`config.mk`:
```
export PLATFORM = sky130hd
export DESIGN_NAME = cve2_instr_mem_responder
export DESIGN_NICKNAME = d
export VERILOG_FILES = /design/src/rtl/cve2_instr_mem_responder.sv
export SDC_FILE = /design/constraint.sdc
export NUM_CORES = 1
export LEC_CHECK = 0
export CAP_MARGIN = 20
export CORE_ASPECT_RATIO = 0.9
export CORE_UTILIZATION = 16
export DETAILED_ROUTE_END_ITERATION = 10
export GPL_ROUTABILITY_DRIVEN = 0
export HOLD_SLACK_MARGIN = 0.12
export PLACE_DENSITY = 0.81
export SLEW_MARGIN = 20
export SYNTH_ARGS = -nofsm -noshare
export SYNTH_HDL_FRONTEND = slang
export SYNTH_SLANG_ARGS = --single-unit
```
`constraint.sdc`:
```
create_clock -name clk_i -period 1.5 [get_ports clk_i]
set_input_delay 0.15 -clock clk_i [delete_from_list [all_inputs] [get_ports clk_i]]
set_output_delay 0.15 -clock clk_i [all_outputs]
set_load 0.02 [all_outputs]
```
`src/rtl/cve2_instr_mem_responder.sv`:
```
// Fetch-side slave that grants core fetches and returns in-order responses from an instruction SRAM.
// Define CVE2_IMEM_RANGE_CHECK_EN to error out fetches outside the BASE_ADDR window.
module cve2_instr_mem_responder #(
    parameter int unsigned MEM_AW          = 10,
    parameter logic [31:0] BASE_ADDR       = 32'h0000_0000,
    parameter int unsigned MEM_LATENCY     = 1,
    parameter int unsigned MAX_OUTSTANDING = 2
) (
    input  logic              clk_i,
    input  logic              rst_i,
    input  logic              instr_req_i,
    input  logic [31:0]       instr_addr_i,
    output logic              instr_gnt_o,
    output logic              instr_rvalid_o,
    output logic [31:0]       instr_rdata_o,
    output logic              instr_err_o,
    input  logic              stall_i,
    output logic              mem_req_o,
    output logic [MEM_AW-1:0] mem_addr_o,
    input  logic [31:0]       mem_rdata_i,
    output logic              busy_o
);

    localparam int unsigned        CNT_W   = $clog2(MAX_OUTSTANDING + 1);
    localparam logic [CNT_W-1:0]   CNT_MAX = CNT_W'(MAX_OUTSTANDING);

    logic [CNT_W-1:0]       cnt_q, cnt_d;
    logic [MEM_LATENCY-1:0] vld_q, vld_d;
    logic [MEM_LATENCY-1:0] err_q, err_d;
    logic [31:0]            offset;
    logic                   hit;
    logic                   unused_addr_bits;

    assign offset = instr_addr_i - BASE_ADDR;

`ifdef CVE2_IMEM_RANGE_CHECK_EN
    localparam logic [32:0] WIN_BYTES = 33'd1 << (MEM_AW + 2);

    // Unsigned wrap makes addresses below the base land far above the window.
    assign hit              = ({1'b0, offset} < WIN_BYTES);
    assign mem_addr_o       = offset[MEM_AW+1:2];
    assign unused_addr_bits = ^offset[1:0];
`else
    assign hit              = 1'b1;
    assign mem_addr_o       = instr_addr_i[MEM_AW+1:2];
    assign unused_addr_bits = ^{offset, instr_addr_i[1:0], instr_addr_i[31:MEM_AW+2]};
`endif

    // A response retiring this cycle frees a slot for a same-cycle grant.
    assign instr_gnt_o    = instr_req_i & ~stall_i & ((cnt_q < CNT_MAX) | instr_rvalid_o);
    assign mem_req_o      = instr_gnt_o & hit;
    assign instr_rvalid_o = vld_q[MEM_LATENCY-1];
    assign instr_err_o    = err_q[MEM_LATENCY-1];
    assign instr_rdata_o  = (instr_rvalid_o & ~instr_err_o) ? mem_rdata_i : 32'h0;
    assign busy_o         = (cnt_q != '0);

    always_comb begin
        cnt_d = cnt_q;
        case ({instr_gnt_o, instr_rvalid_o})
            2'b10:   cnt_d = cnt_q + 1'b1;
            2'b01:   cnt_d = cnt_q - 1'b1;
            default: cnt_d = cnt_q;
        endcase
    end

    always_comb begin
        vld_d    = vld_q;
        err_d    = err_q;
        vld_d[0] = instr_gnt_o;
        err_d[0] = instr_gnt_o & ~hit;
        for (int unsigned i = 1; i < MEM_LATENCY; i++) begin
            vld_d[i] = vld_q[i-1];
            err_d[i] = err_q[i-1];
        end
    end

    always_ff @(posedge clk_i or posedge rst_i) begin
        if (rst_i) begin
            cnt_q <= '0;
            vld_q <= '0;
            err_q <= '0;
        end else begin
            cnt_q <= cnt_d;
            vld_q <= vld_d;
            err_q <= err_d;
        end
    end

endmodule
```
# ---- Word-level counts from Yosys, hierarchy flattened
# Cells that the tools add are included.
dict set report word_totals {
  register_bits 3
  in_bits 68
  wordCells 15
}
dict set report classes {
  add_sub_neg 2
  n_lt_le_gt_ge 1
  n_eq_ne 2
  muxes 2
  bitwise 4
  n_reduce_logical 2
}
# operator n
set op_table {}
lappend op_table {{32-bit 2-to-1 mux} 1}
lappend op_table {{2-bit one-hot mux with 2 select lines} 1}
lappend op_table {{2-bit nonzero test} 2}
lappend op_table {{2-bit by 1-bit adder with 2-bit output (second input constant)} 1}
lappend op_table {{1-bit AND} 2}
lappend op_table {{2-bit by 1-bit equality test with 1-bit output (second input constant)} 1}
lappend op_table {{2-bit equality test (second input constant)} 1}
lappend op_table {{2-bit < comparator (second input constant)} 1}
lappend op_table {{2-bit by 1-bit subtractor with 2-bit output (second input constant)} 1}
lappend op_table {{1-bit inverter} 1}
lappend op_table {{1-bit OR} 1}

# ---- Logic depth before layout (Yosys ltp)
# Gate-level depths: netlist of the first run.
dict set report logic_depth {
  depth_word 5
  depth_mapped 6
  depth_no_buf 6
}

# ---- Worst setup path before layout of the first run
# No wires, ideal clock.
dict set report synth_path {
  path_kind {flip-flop to flip-flop}
  startpoint {reg vld_q (netlist: instr_rvalid_o)}
  endpoint {reg cnt_q[1]}
  setup_time_ns 0.079
  arrival_ns 1.324
  setup_slack_ns 0.097
  stages_incl_launch_ff 6
  n_path_buf 0
  path_cell_list {dfrtp_1 nand2b_1 nand3b_1 ha_1 nor2_1 xor2_1}
}
dict set report synth_between {
  elab_chain_cells 4
  word_cells_on_any_way 6
}
# item line_no
set synth_rtl {}
lappend synth_rtl {{start, declared} 28} ;# logic [MEM_LATENCY-1:0] vld_q, vld_d;
lappend synth_rtl {{start signal, assigned} 84} ;# vld_q <= vld_d;
lappend synth_rtl {{1-bit OR} 50} ;# assign instr_gnt_o = instr_req_i & ~stall_i & ((cnt_q < CNT_MAX) | instr_rvalid_o);
lappend synth_rtl {{1-bit AND} 50}
lappend synth_rtl {{2-bit by 1-bit equality test with 1-bit output or 2-bit equality test (tied branches)} 59} ;# case ({instr_gnt_o, instr_rvalid_o})
lappend synth_rtl {{2-bit one-hot mux with 2 select lines or 2-bit nonzero test (tied branches)} n/a}
lappend synth_rtl {{end signal, assigned} 83} ;# cnt_q <= cnt_d;
lappend synth_rtl {{end, declared} 27} ;# logic [CNT_W-1:0] cnt_q, cnt_d;
# Parallel ways exist; a longest one is shown, timed or not.
# A chain may end at the register's enable or synchronous reset.

# ---- Worst setup path in the final report of the first run
dict set report layout_path {
  startpoint {reg vld_q (netlist: instr_rvalid_o)}
  endpoint {out instr_gnt_o}
}
dict set report layout_between {
  elab_chain_cells 2
}
# item line_no
set layout_rtl {}
lappend layout_rtl {{1-bit OR} 50}
lappend layout_rtl {{1-bit AND} 50}
lappend layout_rtl {{end, declared} 13} ;# output logic instr_gnt_o,
# No other way between the ends.

==> impl_metrics.yaml, run 1 <==
floorplan:
  dieArea_um2: 3056
  rows: 17
  start_util_pct: 17.65
  die_height_um: 52.55
  die_width_um: 58.16
  ios: 115
  core_um2: 2574
route:
  drt-total-wl_um: 1654
  first_iter_violations: 13
  vias: 589
  drc: 0
  wire_per_inst_um: 10.27
  ant_nets: 0
  routed_via_density: 3.658
  dr.pass1.iters: 2
synth:
  synth_top_family_by_area: "simple AND/OR/NAND/NOR gates"
  synth_top_cell_by_area: "and2_1"
  yosysUniqueCellTypes: 14
  syn_nets: 130
  synthTopCellsByCount: "32 x and2_1, 12 x buf_4, 3 x buf_2, 3 x dfrtp_1, 2 x xnor2_1"
  synth_top_area_share_pct: 44.08
  syn_area_per_cell_um2: 7.446
  synth_edf_count: 0
  synthAdderAreaFrac_pct: 2.755
  yosysMostFrequentCell: "and2_1"
  synth_xor_area_share_pct: 5.785
  ys_seq_area_share_pct: 16.53
  ys.flop_type: "dfrtp_1"
  synthTopCellsByArea: "and2_1 44%, buf_4 20%, dfrtp_1 17%"
  async_reset_ff_share_pct: 100.0
  ys_ff_latch: 3
  synthMuxAreaShare_pct: 0
  mappedNetlistArea_um2: 454.2
  synthCells: 61
  synth_compound_area_share_pct: 0
  synthSimpleGateAreaFrac_pct: 49.31
  ys_warn_count: 0
clocking:
  insertion_delay_ns: 0.23
  htreeDepth: 1
  cts_buffers: 3
  clkTransAtPathRegs_ns: 0.04
  cts_setup_buffers: 0
  clock_path_buffers: 2
  clock_sinks: 3
  cts_tree: "yes"
  root_buffer: "clkbuf_4"
sta:
  skew_ns: 0.002221
  setup_viol: 0
  drv_slew: 0
  max_freq_mhz: 699.5
  hold_viol_final: 0
  setup_tns_ns: 0
  fin_ws_ns: 0.07035
  post-route-min-period_ns: 1.430
  fin_hold_ws_ns: 0.3000
  finalCritPeriodShare_pct: 95.31
  rsz0062_at_grt: "false"
power:
  p_sw_w: 0.0003346
  power.density_nw_per_um2: 739.8
  ir_drop_v: 0.0005208
  clkPwrFrac_pct: 17.0
  pwr-share-comb_pct: 65.6
  cellLeakagePower_nw: 0.6090
  p_int_w: 0.0004929
  power.share.sequential_pct: 17.4
  netSwitchingFraction_pct: 40.44
finish:
  synthToLayoutAreaGrowth_pct: 146.3
  drive_above_1_share_pct: 4.065
  final_nets: 193
  diodes: 0
  final_util_pct: 43.46
  fill_cells: 282
placement:
  place_ws_ns: -0.07490
  portBuffers: 71
hold_path:
  min_path_cells: 0
  hp-class: "in2out"
critical_path:
  regToRegSetupSlack_ns: 0.16
  end_kind: "primary output"
  rr_worst_depth: 5
  r2r_end: "cnt_q[1]$_DFFE_PP0P_"
  start_kind: "flip-flop"
  path_max_fanout: 3
  critPathArrivalTime_ns: 1.28
  worstSetupStartpoint: "instr_rvalid_o$_DFF_PP0_"
  cp.required_ns: 1.35
  crit_type: "reg2out"
  cp-endpoint: "instr_gnt_o"
  rr_startpoint: "instr_rvalid_o$_DFF_PP0_"
flow_run:
  drv_cap: 0
outcome:
  status: "finished, final reports clean"
grt:
  grt_pass1_vias: 557
  track_usage_pct: 11.27
  grt_pass1_wl_um: 2601
  grt_max_degree: 35
  grt_antenna_before_repair: 0
  overflow: 0
power groups by stage:
stage	clock, W	combinational, W	sequential, W
final	0.000140	0.000543	0.000144
after CTS	0.000149	0.000554	0.000145
after detailed placement	0	0.000625	0.000146
after global placement	0	0.000615	0.000144
after floorplan	0	0.000339	0.000148
after global routing	0.000155	0.000595	0.000153
per-layer routing:
| metal | global-route usage (%) | wire [um] |
|---|---|---|
| met5 | 0 | 0 |
| met4 | 5.952 | 17 |
| met3 | 3.457 | 152 |
| met2 | 21.84 | 921 |
| met1 | 10.60 | 563 |
area by class of cell:
type	count	area (um2)	share of cell area (%)
Sequential cell	3	75.07	6.711
Tap cell	38	47.55	4.251
Timing Repair Buffer	73	695.7	62.19
Multi-Input combinational cell	41	266.5	23.83
Inverter	2	7.507	0.6711
Clock buffer	4	26.28	2.349
how the worst min path moves through the flow:
stage,start,endpoint,slack [ns]
floorplan,rst_i,cnt_q[0]$_DFFE_PP0P_,-0.1
global placement,instr_addr_i[3],mem_addr_o[1],0.30
detailed placement,instr_addr_i[3],mem_addr_o[1],0.30
CTS,instr_addr_i[3],mem_addr_o[1],0.30
global route,instr_addr_i[7],mem_addr_o[5],0.30
finish,instr_addr_i[4],mem_addr_o[2],0.30
per-stage QoR:
stage / cell area, um2 / std cells / power [W]
CTS: 1119 / 161 / 0.0008487
global placement: 1127 / 156 / 0.0007589
detailed placement: 1127 / 156 / 0.0007717
finish: 1119 / 161 / 0.0008275
global route: 1119 / 161 / 0.0009024
floorplan: 454.2 / 61 / 0.0004872
cells in the final DEF, fill, tap and decap left out, types with 2 or more instances in the layout:
| master | n |
|---|---|
| xnor2_1 | 2 |
| dlygate4sd2_1 | 36 |
| dfrtp_1 | 3 |
| clkbuf_4 | 3 |
| clkdlybuf4s50_1 | 35 |
| and2_1 | 32 |
critical path, stage by stage, from the launching register on:
cell and delay (ns):
dfrtp_1 0.39, nand2b_1 0.15, nand3b_1 0.13, inv_2 0.06
dlygate4sd2_1 0.32
cell families (layout without fill, tap and decap cells):
| family | after synthesis | count (layout) |
|---|---|---|
| XOR/XNOR | 3 | 3 |
| adder cells (fa/ha/maj) | 1 | 1 |
| buffers and inverters | 17 | 79 |
| flip-flops | 3 | 3 |
| other | 1 | 1 |
| AND/OR/NAND/NOR | 36 | 36 |
state kept, by name, indices dropped and copies added, names as in the netlist:
signal,count
instr_rvalid_o,1
cnt_q,2
repair_timing:
item,in CTS,in global routing
gates resized for setup,36,0
hold buffers,1,0
endpoints found under the hold margin,3,0
setup endpoints to repair,36,0
Note: power is estimated with default switching activity, not from simulation.
==> inputs of run 2 (changes only) <==
Settings changed: GPL_TIMING_DRIVEN set to 0.
==> run 2 against run 1 <==
Compared with the run above: via count up 16%; die area unchanged; sequential cell count unchanged; critical path depth unchanged; fmax down 0.26%; total power up 9.3%; global-route usage up 0.89 points; cell count up 16%; clock skew up 0.0014 ns; first-iteration DRC count down 46%; highest routed layer is now met3; utilization up 4.0 points; design area up 9.2%.
==> impl_metrics.yaml, run 2 (synthesis results as in run 1) <==
critical_path:
  worstSetupStartpoint: "instr_rvalid_o$_DFF_PP0_"
  critPathArrivalTime_ns: 1.28
  rr_worst_depth: 5
  start_kind: "flip-flop"
  rr_startpoint: "instr_rvalid_o$_DFF_PP0_"
  crit_type: "reg2out"
  end_kind: "primary output"
  path_max_fanout: 10
  cp.required_ns: 1.35
clocking:
  insertion_delay_ns: 0.24
  clock_sinks: 3
  root_buffer: "clkbuf_4"
  clkTransAtPathRegs_ns: 0.04
  cts_tree: "yes"
  htreeDepth: 1
  clock_path_buffers: 2
  cts_buffers: 3
route:
  drt-total-wl_um: 2025
  drc: 0
  routed_via_density: 3.683
  vias: 685
  ant_nets: 0
  dr.pass1.iters: 3
  wire_per_inst_um: 10.89
  first_iter_violations: 7
sta:
  skew_ns: 0.003658
  hold_viol_final: 0
  finalCritPeriodShare_pct: 95.55
  max_freq_mhz: 697.7
  rsz0062_at_grt: "true"
  setup_viol: 0
  fin_hold_ws_ns: 0.4947
  drv_slew: 0
  post-route-min-period_ns: 1.433
grt:
  track_usage_pct: 12.16
  overflow: 0
  grt_antenna_before_repair: 0
  grt_pass1_wl_um: 2760
  grt_pass1_vias: 628
  grt_max_degree: 11
power:
  power.density_nw_per_um2: 740.3
  ir_drop_v: 0.0004824
  cellLeakagePower_nw: 0.6201
floorplan:
  ios: 115
  die_width_um: 58.16
  die_height_um: 52.55
  core_um2: 2574
  rows: 17
  dieArea_um2: 3056
  start_util_pct: 17.65
finish:
  final_cell_mix: "46 x clkdlybuf4s50_1, 32 x and2_1, 16 x clkbuf_2"
  final_cells: 186
  final_util_pct: 47.45
  regMostFlops: "cnt_q"
  synthToLayoutAreaGrowth_pct: 168.9
  fin_area_um2: 1221
  diodes: 0
  layout_commonest_cell: "clkdlybuf4s50_1"
  largest_reg_flops: 2
  final_nets: 218
  drive_above_1_share_pct: 32.43
hold_path:
  hp-class: "reg2reg"
  worstHoldStart: "cnt_q[1]$_DFFE_PP0P_"
  min_path_cells: 1
flow_run:
  drv_cap: 0
placement:
  portBuffers: 81
  postPlaceCellArea_um2: 1313
  dp.cells: 180
outcome:
  status: "finished, final reports clean"
[run 2: report_power, final]
part	internal (W)	switching, W	leakage [nW]	total, W
combinational	0.000311	0.000299	0.570	0.000609
clock	0.0000998	0.0000439	0.0150	0.000144
sequential	0.000116	0.0000348	0.0352	0.000151
[run 2: worst paths after layout]
| check | slack (ns) | end |
|---|---|---|
| worst min-delay path | 0.49 | cnt_q[1]$_DFFE_PP0P_ |
| worst max register to register | 0.14 | cnt_q[1]$_DFFE_PP0P_ |
| min in group asynchronous | 0.64 | cnt_q[1]$_DFFE_PP0P_ |
| max in group asynchronous | 0.72 | instr_rvalid_o$_DFF_PP0_ |
| worst min register to register | 0.49 | cnt_q[1]$_DFFE_PP0P_ |
| worst max-delay path | 0.07 | instr_rdata_o[1] |
[run 2: worst max-delay path: stages (launching register included)]
cell and delay (ns):
dfrtp_2 0.44, buf_4 0.16, buf_2 0.15, and2_1 0.15, buf_2 0.16
[run 2: routing by layer]
layer,track usage [%],wire length [um]
met5,0,0
met1,10.15,664
met3,3.210,196
met4,5.952,0
met2,25.86,1164
[run 2: final cells by class]
cell class / count / area, um2
plain buffers: 15 / 105.1
clock buffers: 4 / 26.28
fillers: 259 / 1353
inverters: 2 / 7.507
multi-input cells: 41 / 266.5
flip-flops and latches: 3 / 76.32
well taps: 38 / 47.55
repair buffers: 83 / 691.9
[run 2: timing repair]
item                                    CTS  global route
pin swaps                                 0             1
hold buffers                              1             0
resized for setup                        81            23
endpoints found under the hold margin     3             0
buffers inserted                          1             0
endpoints found under the setup margin   36            24
[run 2: stage by stage]
step	power [W]	setup slack, ns	setup TNS, ns
floorplan	0.0004872	0.09676	0
CTS	0.0009395	0.02738	0
detailed placement	0.0008381	-0.1705	-3.484
global placement	0.0008243	-0.1517	-2.087
global route	0.0009696	-0.03960	-0.05143
finish	0.0009041	0.06668	0
==> inputs of run 3 (changes only) <==
Settings changed: CORE_MARGIN set to 3, GPL_TIMING_DRIVEN 0 to unset, RECOVER_POWER set to 25.
==> run 3 against run 2 <==
Compared with the run above: cell count decreased by 13%; sequential power hardly changed; sequential cell count unchanged; critical endpoint is now instr_rdata_o[0]; largest cell class unchanged; largest power group unchanged.
==> impl_metrics.yaml, run 3 (synthesis results as in run 1) <==
route:
  dr.pass1.iters: 3
  vias: 588
  drt-total-wl_um: 1765
  first_iter_violations: 14
  routed_via_density: 3.630
  ant_nets: 0
  drc: 0
  wire_per_inst_um: 10.90
critical_path:
  path_max_fanout: 32
  crit_type: "reg2out"
  worstSetupStartpoint: "instr_rvalid_o$_DFF_PP0_"
  end_kind: "primary output"
  cp.required_ns: 1.35
  critPathArrivalTime_ns: 1.28
  start_kind: "flip-flop"
  rr_startpoint: "instr_rvalid_o$_DFF_PP0_"
  rr_worst_depth: 5
clocking:
  root_buffer: "clkbuf_4"
  cts_tree: "yes"
  htreeDepth: 1
  clock_path_buffers: 2
  insertion_delay_ns: 0.24
  cts_buffers: 3
  cts_setup_buffers: 0
  clock_sinks: 3
  clkTransAtPathRegs_ns: 0.04
sta:
  finalCritPeriodShare_pct: 95.03
  max_freq_mhz: 701.5
  post-route-min-period_ns: 1.425
  setup_viol: 0
  rsz0062_at_grt: "false"
  drv_slew: 0
  skew_ns: 0.006387
  hold_viol_final: 0
  setup_tns_ns: 0
floorplan:
  dieArea_um2: 3515
  rows: 17
  die_width_um: 62.16
  start_util_pct: 17.65
  core_um2: 2574
  die_height_um: 56.55
  ios: 115
grt:
  grt_pass1_wl_um: 2663
  overflow: 0
  track_usage_pct: 9.506
  grt_antenna_before_repair: 0
  grt_pass1_vias: 601
  grt_max_degree: 33
finish:
  synthToLayoutAreaGrowth_pct: 150.1
  largest_reg_flops: 2
  diodes: 0
  layout_commonest_cell: "clkdlybuf4s50_1"
  drive_above_1_share_pct: 5.645
  final_cell_mix: "34 x clkdlybuf4s50_1, 32 x and2_1, 24 x dlygate4sd2_1"
  regMostFlops: "cnt_q"
  final_util_pct: 44.14
  final_nets: 194
hold_path:
  worstHoldStart: "instr_addr_i[4]"
  min_path_cells: 0
  hp-class: "in2out"
power:
  cellLeakagePower_nw: 0.5769
  ir_drop_v: 0.0005136
  power.density_nw_per_um2: 744.3
  power.total_w: 0.0008456
placement:
  portBuffers: 71
  post-dp-hpwl_um: 1578
outcome:
  status: "finished, final reports clean"
flow_run:
  drv_cap: 0
==> run 3: cell types whose count changed in the layout (fill, tap and decap cells not counted), sizes merged <==
cell / delta
buf: -25
dlygate4sd2: +21
clkbuf: -15
clkdlybuf4s50: -12
clkdlybuf4s15: +6
dlygate4sd3: +1
==> run 3: where the power goes <==
group / total [W] / switching [W] / internal, W
logic: 0.000552 / 0.000265 / 0.000287
registers: 0.000148 / 0.0000330 / 0.000115
clock network: 0.000145 / 0.0000454 / 0.0000999
total: 0.000846 / 0.000343 / 0.000502
==> run 3: final timing paths <==
check	to	slack, ns
worst min-delay path	mem_addr_o[2]	0.30
min in group asynchronous	instr_rvalid_o$_DFF_PP0_	0.76
max in group asynchronous	cnt_q[1]$_DFFE_PP0P_	0.60
worst min register to register	cnt_q[1]$_DFFE_PP0P_	0.50
worst max-delay path	instr_rdata_o[0]	0.07
worst max register to register	cnt_q[1]$_DFFE_PP0P_	0.10
==> run 3: per-layer routing <==
| layer | up-vias | wire length [um] | track usage, % |
|---|---|---|---|
| li1 | 292 | - | - |
| met1 | 248 | 590 | 7.794 |
| met2 | 40 | 959 | 19.17 |
| met3 | 8 | 182 | 3.000 |
| met4 | 0 | 34 | 6.309 |
| met5 | - | 0 | 0 |
==> run 3: area by class of cell <==
type / instances / area [um2]
inverters: 2 / 7.507
fillers: 253 / 1438
multi-input cells: 41 / 266.5
clock buffers: 4 / 26.28
flip-flops and latches: 3 / 75.07
repair buffers: 74 / 713.2
well taps: 38 / 47.55
==> run 3: timing repair <==
item / 4_1_cts / 5_1_grt
hold endpoints to repair: 3 / 0
resized for setup: 36 / 13
hold buffers: 1 / 0
cloned: 0 / 0
endpoints found under the setup margin: 36 / 12
==> run 3: stage by stage <==
stage	hold WS (ns)	area (um2)	instances	setup slack, ns
3_5_place_dp	0.3001	1135	157	-0.07277
3_3_place_gp	0.3001	1135	157	-0.06095
2_1_floorplan	-0.09636	454.2	61	0.09676
6_report	0.3000	1136	162	0.07450
4_1_cts	0.3001	1126	162	0.02464
5_1_grt	0.3000	1136	162	0.0009324
==> run 3: worst max-delay path: stages (launching register included) <==
cell and delay (ns):
dfrtp_1 0.40, buf_12 0.17, and2_1 0.13, dlygate4sd2_1 0.34
